--- config.mk ---
export PLATFORM = sky130hd
export DESIGN_NAME = fetch_sequencer
export DESIGN_NICKNAME = d
export VERILOG_FILES = /design/src/rtl/fetch_sequencer.sv
export SDC_FILE = /design/constraint.sdc
export NUM_CORES = 1
export LEC_CHECK = 0
export CORE_MARGIN = 10
export CORE_UTILIZATION = 42
export CTS_BUF_LIST = sky130_fd_sc_hd__clkbuf_16
export CTS_CLUSTER_DIAMETER = 40
export DETAILED_ROUTE_END_ITERATION = 8
export GPL_ROUTABILITY_DRIVEN = 0
export HOLD_SLACK_MARGIN = 0.08
export PLACE_DENSITY = 0.84
export SLEW_MARGIN = 20
export SYNTH_ARGS = -nofsm -noshare
export SYNTH_HDL_FRONTEND = slang
export SYNTH_SLANG_ARGS = --single-unit
--- constraint.sdc ---
create_clock -name clk -period 3.4 [get_ports clk]
set_input_delay 0.68 -clock clk [delete_from_list [all_inputs] [get_ports clk]]
set_output_delay 0.68 -clock clk [all_outputs]
set_load 0.03 [all_outputs]
--- src/rtl/fetch_sequencer.sv ---
// Fetch-control FSM: issues instruction reads at the PC, hands instructions to decode, steps/redirects the PC.
// Optional FETCH_TIMEOUT_EN adds a fetch-wait watchdog that sets the sticky fetch_error flag.
module fetch_sequencer #(
    parameter int unsigned I_ADDR_W = 12,
    parameter int unsigned INSTR_W  = 16,
    parameter int unsigned TIMEOUT  = 15
) (
    input  logic                clk,
    input  logic                rst_n,
    input  logic [I_ADDR_W-1:0] pc,
    output logic                pc_enable,
    output logic                jump_branch_select,
    output logic                immediate_select,
    output logic                unconditional_branch,
    output logic [2:0]          branch_condition,
    output logic [I_ADDR_W-1:0] address_immediate,
    output logic                imem_req,
    output logic [I_ADDR_W-1:0] imem_addr,
    input  logic                imem_ack,
    input  logic [INSTR_W-1:0]  imem_rdata,
    output logic                instr_valid,
    output logic [INSTR_W-1:0]  instr,
    output logic [I_ADDR_W-1:0] instr_pc,
    input  logic                instr_ready,
    input  logic                redirect_valid,
    output logic                redirect_ready,
    input  logic                redirect_imm_sel,
    input  logic                redirect_uncond,
    input  logic [2:0]          redirect_cond,
    input  logic [I_ADDR_W-1:0] redirect_addr,
    input  logic                halt,
    output logic                fetch_error
);

    typedef enum logic [1:0] {
        S_IDLE     = 2'd0,
        S_FETCH    = 2'd1,
        S_HOLD     = 2'd2,
        S_REDIRECT = 2'd3
    } state_e;

    state_e                state_q;
    logic [INSTR_W-1:0]    instr_q;
    logic [I_ADDR_W-1:0]   instr_pc_q;
    logic [I_ADDR_W-1:0]   redir_addr_q;
    logic                  redir_imm_q;
    logic                  redir_uncond_q;
    logic [2:0]            redir_cond_q;

    logic in_fetch;
    logic in_hold;
    logic in_redir;
    logic redir_acc;
    logic fetch_done;
    logic timeout_hit;
    logic stuck;

    assign in_fetch   = (state_q == S_FETCH);
    assign in_hold    = (state_q == S_HOLD);
    assign in_redir   = (state_q == S_REDIRECT);
    assign redirect_ready = in_fetch | in_hold;
    assign redir_acc  = redirect_valid & redirect_ready;
    // An accepted redirect squashes a same-cycle ack so the PC never double-steps.
    assign fetch_done = in_fetch & imem_ack & ~redirect_valid;

`ifdef FETCH_TIMEOUT_EN
    localparam int unsigned CNT_W = $clog2(TIMEOUT + 1);

    logic [CNT_W-1:0] wait_cnt_q;
    logic             err_q;

    assign timeout_hit = in_fetch & ~imem_ack & ~redirect_valid
                       & (wait_cnt_q == CNT_W'(TIMEOUT - 1));

    // Counts unacknowledged FETCH cycles; zero whenever outside FETCH so each entry starts fresh.
    always_ff @(posedge clk or negedge rst_n) begin
        if (!rst_n) begin
            wait_cnt_q <= '0;
            err_q      <= 1'b0;
        end else begin
            if (!in_fetch || imem_ack || redirect_valid) begin
                wait_cnt_q <= '0;
            end else begin
                wait_cnt_q <= wait_cnt_q + 1'b1;
            end
            if (timeout_hit) begin
                err_q <= 1'b1;
            end
        end
    end

    assign fetch_error = err_q;
    assign stuck       = err_q;
`else
    logic unused_timeout;
    assign unused_timeout = (TIMEOUT == 32'd0);
    assign timeout_hit    = 1'b0;
    assign stuck          = 1'b0;
    assign fetch_error    = 1'b0;
`endif

    // Sequencing FSM plus captured instruction and redirect request.
    always_ff @(posedge clk or negedge rst_n) begin
        if (!rst_n) begin
            state_q        <= S_IDLE;
            instr_q        <= '0;
            instr_pc_q     <= '0;
            redir_addr_q   <= '0;
            redir_imm_q    <= 1'b0;
            redir_uncond_q <= 1'b0;
            redir_cond_q   <= 3'd0;
        end else begin
            unique case (state_q)
                S_IDLE: begin
                    if (!halt && !stuck) begin
                        state_q <= S_FETCH;
                    end
                end
                S_FETCH: begin
                    if (redir_acc) begin
                        state_q <= S_REDIRECT;
                    end else if (imem_ack) begin
                        instr_q    <= imem_rdata;
                        instr_pc_q <= pc;
                        state_q    <= S_HOLD;
                    end else if (timeout_hit) begin
                        state_q <= S_IDLE;
                    end
                end
                S_HOLD: begin
                    if (redir_acc) begin
                        state_q <= S_REDIRECT;
                    end else if (instr_ready) begin
                        if (halt) begin
                            state_q <= S_IDLE;
                        end else begin
                            state_q <= S_FETCH;
                        end
                    end
                end
                S_REDIRECT: begin
                    state_q <= S_FETCH;
                end
                default: begin
                    state_q <= S_IDLE;
                end
            endcase
            if (redir_acc) begin
                redir_addr_q   <= redirect_addr;
                redir_imm_q    <= redirect_imm_sel;
                redir_uncond_q <= redirect_uncond;
                redir_cond_q   <= redirect_cond;
            end
        end
    end

    assign pc_enable            = fetch_done | in_redir;
    assign jump_branch_select   = in_redir;
    assign immediate_select     = in_redir & redir_imm_q;
    assign unconditional_branch = in_redir & redir_uncond_q;
    assign branch_condition     = in_redir ? redir_cond_q : 3'd0;
    assign address_immediate    = in_redir ? redir_addr_q : '0;
    assign imem_req             = in_fetch;
    assign imem_addr            = in_fetch ? pc : '0;
    assign instr_valid          = in_hold;
    assign instr                = instr_q;
    assign instr_pc             = instr_pc_q;

endmodule

Word level (Yosys, flattened, before mapping)
Cells that the tools add are included.

Bits in registers: 47. Output and inout bits: 63. Logic and storage cells: 35.

Equality and inequality tests: 6. Mux-type cells: 10. Bitwise gates (word level): 9. Reductions and logical operators: 3.

Operator list (number): $mux W12 (2); $mux W2 (5); $pmux W2 S4 (1); $ne A3 B2 Y1 const B (2); $reduce_and A3 Y1 (2); $and A1 B1 Y1 (5); $eq A2 B2 Y1 const B (2); $mux W3 (1); $eq A2 B1 Y1 const B (1); $logic_not A2 Y1 (1); $ne A2 B2 Y1 const B (1); $not A1 Y1 (2); $or A1 B1 Y1 (2); $mux W1 (1).

Longest topological paths before layout
Gate-level depths: netlist (run 1).

Depth in word-level cells: 5. Gate-level depth with buffers: 6.

Worst setup path before layout (run 1)
Ideal clock, no wire load.

Path kind: register to output. Start point: register state_q[1]. End point: output port pc_enable. Arrival time: 1580 ps. Setup slack: 1140 ps. Stages on the path, launching flop included: 7. Buffers on the path: 2. Path through: dfrtp_1 > inv_1 > ha_1 > nand3b_1 > buf_6 > buf_6 > nand2b_1.

Cells in the longest elaborated chain, start to end: 4. Elaborated cells on any way between the ends: 5.

RTL lines: start: declaration (RTL line 42) `state_e state_q;`; start signal: assignment (RTL line 105) `state_q <= S_IDLE;`; start signal: assignment (RTL line 116) `state_q <= S_FETCH;`; start signal: assignment (RTL line 121) `state_q <= S_REDIRECT;`; $eq A2 B1 Y1 (RTL line 58) `assign in_fetch = (state_q == S_FETCH);`; via imem_req (RTL line 17) `output logic imem_req,`; $and A1 B1 Y1 (2 in a row) (RTL line 64) `assign fetch_done = in_fetch & imem_ack & ~redirect_valid;`; $or A1 B1 Y1 (RTL line 157) `assign pc_enable = fetch_done | in_redir;`; end: declaration (RTL line 11) `output logic pc_enable,`.

The timed path passes the listed nets, and every way through them passes these cells.

Worst setup path in the final report (run 1)
Start point: register state_q[1]. End point: output port pc_enable.

Cells in the longest elaborated chain, start to end: 4. Elaborated cells on any way between the ends: 5.

RTL lines (RTL line): $eq A2 B1 Y1 (58); $and A1 B1 Y1 (2 in a row) (64); $or A1 B1 Y1 (*) (157).

Mark *: on every way between the ends. The rest lies on a longest branch, timed or not.

==> flow_summary.ini, run 1 <==
[sta]
rsz0062_at_grt = no
fmax_ghz = 0.336
post-route-period-util = 0.877
finalSetupViolations = 0
tightest_slew_ns = 0.599
skew_ns = 0.00254
fin_tns_setup_ns = 0
layout_min_cycle_time_ns = 2.98
slew_viol_final = 0
relSlewSlack = 0.601
hold_violations = 0

[place]
portBuffers = 112
dpl.hpwl_um = 4520
placed_cells = 323

[logic_synthesis]
synthCells = 150
yosys_warnings = 0
ys_ff_latch = 47
yosysSeqAreaShare = 0.561
avgSynthCellArea_um2 = 14.0
synth_cell_types = 19
syn-num-nets = 205
synthesis.area_mm2 = 0.00210

[grt]
antenna_found_initial = 0
first_global_vias = 1809
grtUsageMet1 = 0.160
use_met3 = 0.115
grt.busiest_layer = met2
overflow = 0
gr-usage-met2 = 0.211
grt_pass1_wl_um = 9540
grt_use_total = 0.145
grt_max_degree = 48

[critical_path]
reg2reg_slack_ns = 1.41
worstPathRequired_ns = 2.72
r2r_start = state_q[1]
critPathKind = flip-flop to primary output
end_kind = primary output
cp.arrival_ns = 2.30
r2r-end = instr[10]
path_delay_family = buffers and inverters
path_cells = inv_1 > ha_1 > nand3b_1 > nand2b_1 > clkdlybuf4s50_1
slowest_delay_ns = 0.69
critPathBufInv = 2
crit_fanout = 16
critical_path.slowest_cell = clkdlybuf4s50_1
r2r_cells = 5
start_kind = flip-flop

[power_and_ir_drop]
ir_drop_mv = 0.663
power_frac_clock = 0.153
power_frac_seq = 0.281
switching_power_uw = 1400
pwr-share-comb = 0.566
switching_share = 0.396
p_leak_uw = 0.00147
p_int_uw = 2130
power.density_mw_per_mm2 = 1030

[clocking]
root_buffer = clkbuf_16
cts_num_sinks = 47
cts.clk_slew.worst_paths_ns = 0.06
ctsLongestPathBuffers = 2
post_cts_resized = 0
clock_latency_ns = 0.28
cts_buffers = 5
postCtsHoldBufs = 0
postCtsSetupBuffers = 0
htree_levels = 2
cts_tree = done

[cells_and_area]
layout_commonest_cell = clkdlybuf4s50_1
drive_above_1_share = 0.212
layout.nets = 318
layout_common_cells = clkdlybuf4s50_1 (111), dfrtp_1 (47), mux2_2 (37)
postLayoutCoreUtil = 0.716
finalNonFillerCells = 331
n_antenna_cell = 0
area_growth_syn_to_layout_pct = 63.2

[detailed_routing]
first_pass_iters = 4
via_count = 1568
antenna_left = 0
wl_per_cell_um = 17.8
drt-total-wl_um = 5910
drc = 0
via_per_inst = 4.74
initialDrtViolationCount = 99

[min_path]
holdCritPathClass = input pin to async pin

[floorplan]
core.rowCount = 25
dieArea_mm2 = 0.00822
chipHeight_um = 90.7
die_w_um = 90.7
pin_count = 114
initial_utilization = 0.438
design.core.area_mm2 = 0.00479

[run]
cap_violations = 0

[run_status]
status = completed
==> power groups by stage <==
stage	Sequential [uW]	Clock [uW]	Combinational (uW)
after floorplan	1310	0	876
after global placement	979	0	1990
after detailed placement	998	0	2010
after CTS	994	555	2030
after global routing	1030	572	2130
final	991	539	2000
==> state kept, by name, indices dropped and copies added (netlist names) <==
signal          cells
redir_cond_q        3
redir_imm_q         1
redir_uncond_q      1
redir_addr_q       12
instr_pc           12
instr              16
state_q             2
==> how the worst max path moves through the flow <==
stage / from / to / slack [ns] / cells after the start
detailed placement: redirect_valid / pc_enable / 0.55 / 4
global placement: redirect_valid / pc_enable / 0.57 / 4
global route: state_q[1] / pc_enable / 0.25 / 5
CTS: state_q[1] / pc_enable / 0.41 / 5
floorplan: state_q[1] / pc_enable / 1.14 / 6
finish: state_q[1] / pc_enable / 0.42 / 5
==> worst register-to-register path, cell delays in order (launching register included) <==
cell	delay, ns
dfrtp_1	0.40
inv_1	0.11
ha_1	0.52
nand3b_1	0.19
buf_4	0.30
mux2_4	0.35
==> layout make-up <==
type | instances | area (um2)
sequential | 47 | 1180
timing repair buffer | 113 | 1130
clock inverter | 3 | 38.8
clock buffer | 5 | 125
multi-input combinational | 92 | 860
tap | 67 | 83.8
inverter | 4 | 15.0
fill | 369 | 1360
==> cells in the mapped netlist <==
library cell	instances	area (um2)
o22ai_1	2	12.5
clkbuf_1	2	7.51
a22o_1	1	8.76
nand2_2	1	6.26
mux2i_1	1	10.0
nor2b_1	1	6.26
mux2_2	37	417
inv_1	4	15.0
buf_4	1	7.51
nand2b_1	1	6.26
and2_1	29	181
buf_6	2	22.5
nand2_1	4	15.0
dfrtp_1	47	1180
ha_1	4	50.1
nand3b_1	1	7.51
buf_2	2	10.0
conb_1	1	3.75
mux2_4	9	135
==> routing by layer <==
metal  share of wire  up-vias
li1                -      721
met1            0.40      751
met2            0.43       93
met3            0.17        3
met4          0.0041        0
met5               0        -
==> through the flow <==
step	cell area [um2]	hold WS [ns]	power, uW	setup WS [ns]
6_report	3420	0.404	3530	0.420
5_1_grt	3420	0.453	3730	0.247
4_1_cts	3420	0.499	3580	0.408
3_5_place_dp	3260	0.485	3010	0.552
3_3_place_gp	3260	0.479	2970	0.574
2_1_floorplan	2100	0.384	2190	1.14
==> cell families (layout without fill, tap and decap cells) <==
kind of cell / count (synthesis) / in the layout / synth area share
compound gates: 3 / 3 / 0.0101
other cells: 1 / 1 / 0.00179
flops: 47 / 47 / 0.561
simple gates: 37 / 37 / 0.106
buf+inv: 11 / 125 / 0.0298
mux: 47 / 47 / 0.268
fa+ha+maj: 4 / 4 / 0.0239
Power figures use the tool's default switching activity.
==> run 2: changes to the inputs <==
--- a/config.mk
+++ b/config.mk
@@ -13,6 +13,7 @@
 export GPL_ROUTABILITY_DRIVEN = 0
 export HOLD_SLACK_MARGIN = 0.08
 export PLACE_DENSITY = 0.84
+export SETUP_SLACK_MARGIN = 0.5
 export SLEW_MARGIN = 20
 export SYNTH_ARGS = -nofsm -noshare
 export SYNTH_HDL_FRONTEND = slang
==> run 2 against run 1 <==
Setup slack better by 0.15 ns. Die area stayed put. Highest routed layer unchanged. Sequential power hardly changed. Fmax is 5.2% higher. First-iteration DRC count is 19% lower. Utilization is 0.26 points higher.
==> flow_summary.ini, run 2 (same netlist as run 1, synthesis figures left out) <==
[floorplan]
design.core.area_mm2 = 0.00479
die_w_um = 90.7
pin_count = 114
chipHeight_um = 90.7
core.rowCount = 25
initial_utilization = 0.438
dieArea_mm2 = 0.00822

[power_and_ir_drop]
ir_drop_mv = 0.661
power.density_mw_per_mm2 = 1030
p_leak_uw = 0.00147

[detailed_routing]
initialDrtViolationCount = 80
antenna_left = 0
via_count = 1573
wl_per_cell_um = 17.8
first_pass_iters = 4
drt-total-wl_um = 5900
via_per_inst = 4.75
drc = 0

[sta]
rsz0062_at_grt = no
relSlewSlack = 0.604
slew_viol_final = 0
timing.hold.ws_ns = 0.399
skew_ns = 0.00290
post-route-period-util = 0.833
hold_violations = 0
tightest_slew_ns = 0.595
fin_ws_ns = 0.567
finalSetupViolations = 0
layout_min_cycle_time_ns = 2.83
fmax_ghz = 0.353
fin_tns_setup_ns = 0

[grt]
grt_max_degree = 48
use_met3 = 0.115
grt.busiest_layer = met2
grt_pass1_wl_um = 9540
grt_use_total = 0.145
first_global_vias = 1809
antenna_found_initial = 0
overflow = 0
gr-usage-met2 = 0.211
grtUsageMet1 = 0.160

[critical_path]
critPathKind = input pin to primary output
end_kind = primary output
worstPathRequired_ns = 2.72
cp.arrival_ns = 2.15
crit_fanout = 4
start_kind = input pin

[clocking]
clock_latency_ns = 0.28
htree_levels = 2
post_cts_resized = 1
ctsLongestPathBuffers = 2
cts_tree = done
postCtsHoldBufs = 0
cts_num_sinks = 47
cts_buffers = 5
postCtsSetupBuffers = 0
cts.clk_slew.worst_paths_ns = 0.06
root_buffer = clkbuf_16

[cells_and_area]
postLayoutCoreUtil = 0.718
area_growth_syn_to_layout_pct = 63.8
drive_above_1_share = 0.216
largest_register_ffs = 16
layout.nets = 318
n_antenna_cell = 0
layout_common_cells = clkdlybuf4s50_1 (111), dfrtp_1 (47), mux2_2 (37)
layout_commonest_cell = clkdlybuf4s50_1
finalNonFillerCells = 331

[place]
pre_cts_ws_ns = 0.552
portBuffers = 112
dpl.hpwl_um = 4520
placed_cells = 323

[run_status]
status = completed

[run]
cap_violations = 0

[min_path]
holdCritPathClass = input pin to async pin
-- run 2: cell counts in the layout (fill, tap and decap cells not counted) --
No cell type changed its count.
-- run 2: report_power, final --
| group | total [uW] | internal (uW) | switching (uW) |
|---|---|---|---|
| logic | 2010 | 954 | 1060 |
| clock network | 541 | 343 | 198 |
| registers | 993 | 847 | 146 |
| total | 3550 | 2140 | 1400 |
-- run 2: worst paths after layout --
path / start / end / slack [ns] / cells after the start
worst max-delay path: redirect_valid / pc_enable / 0.57 / 4
worst min-delay path: rst_n / instr[7] / 0.40 / 1
worst max register to register: state_q[0] / state_q[0] / 1.43 / 5
worst min register to register: redir_addr_q[10] / redir_addr_q[10] / 0.50 / 1
max in group asynchronous: rst_n / redir_addr_q[10] / 2.59 / 1
min in group clk: redir_addr_q[10] / redir_addr_q[10] / 0.50 / 1
-- run 2: cell type report --
type / count / area, um2
Fill cell: 367 / 1350
Sequential cell: 47 / 1180
Timing Repair Buffer: 113 / 1130
Multi-Input combinational cell: 92 / 872
Clock buffer: 5 / 125
Tap cell: 67 / 83.8
Clock inverter: 3 / 38.8
Inverter: 4 / 15.0
-- run 2: metrics by stage --
stage,power [uW],area [um2]
6_report,3550,3440
5_1_grt,3750,3440
3_3_place_gp,2970,3260
2_1_floorplan,2190,2100
3_5_place_dp,3010,3260
4_1_cts,3580,3420
-- run 2: per-layer routing --
layer | vias up | routed length [um] | part of all wire
met2 | 95 | 2520 | 0.43
met3 | 3 | 1000 | 0.17
li1 | 723 | - | -
met4 | 0 | 24 | 0.0041
met5 | - | 0 | 0
met1 | 752 | 2360 | 0.40
-- run 2: critical path, cell delays in order --
cell and delay [ns]:
clkdlybuf4s50_1 0.47, nand3b_1 0.22, nand2b_1 0.09, clkdlybuf4s50_1 0.69
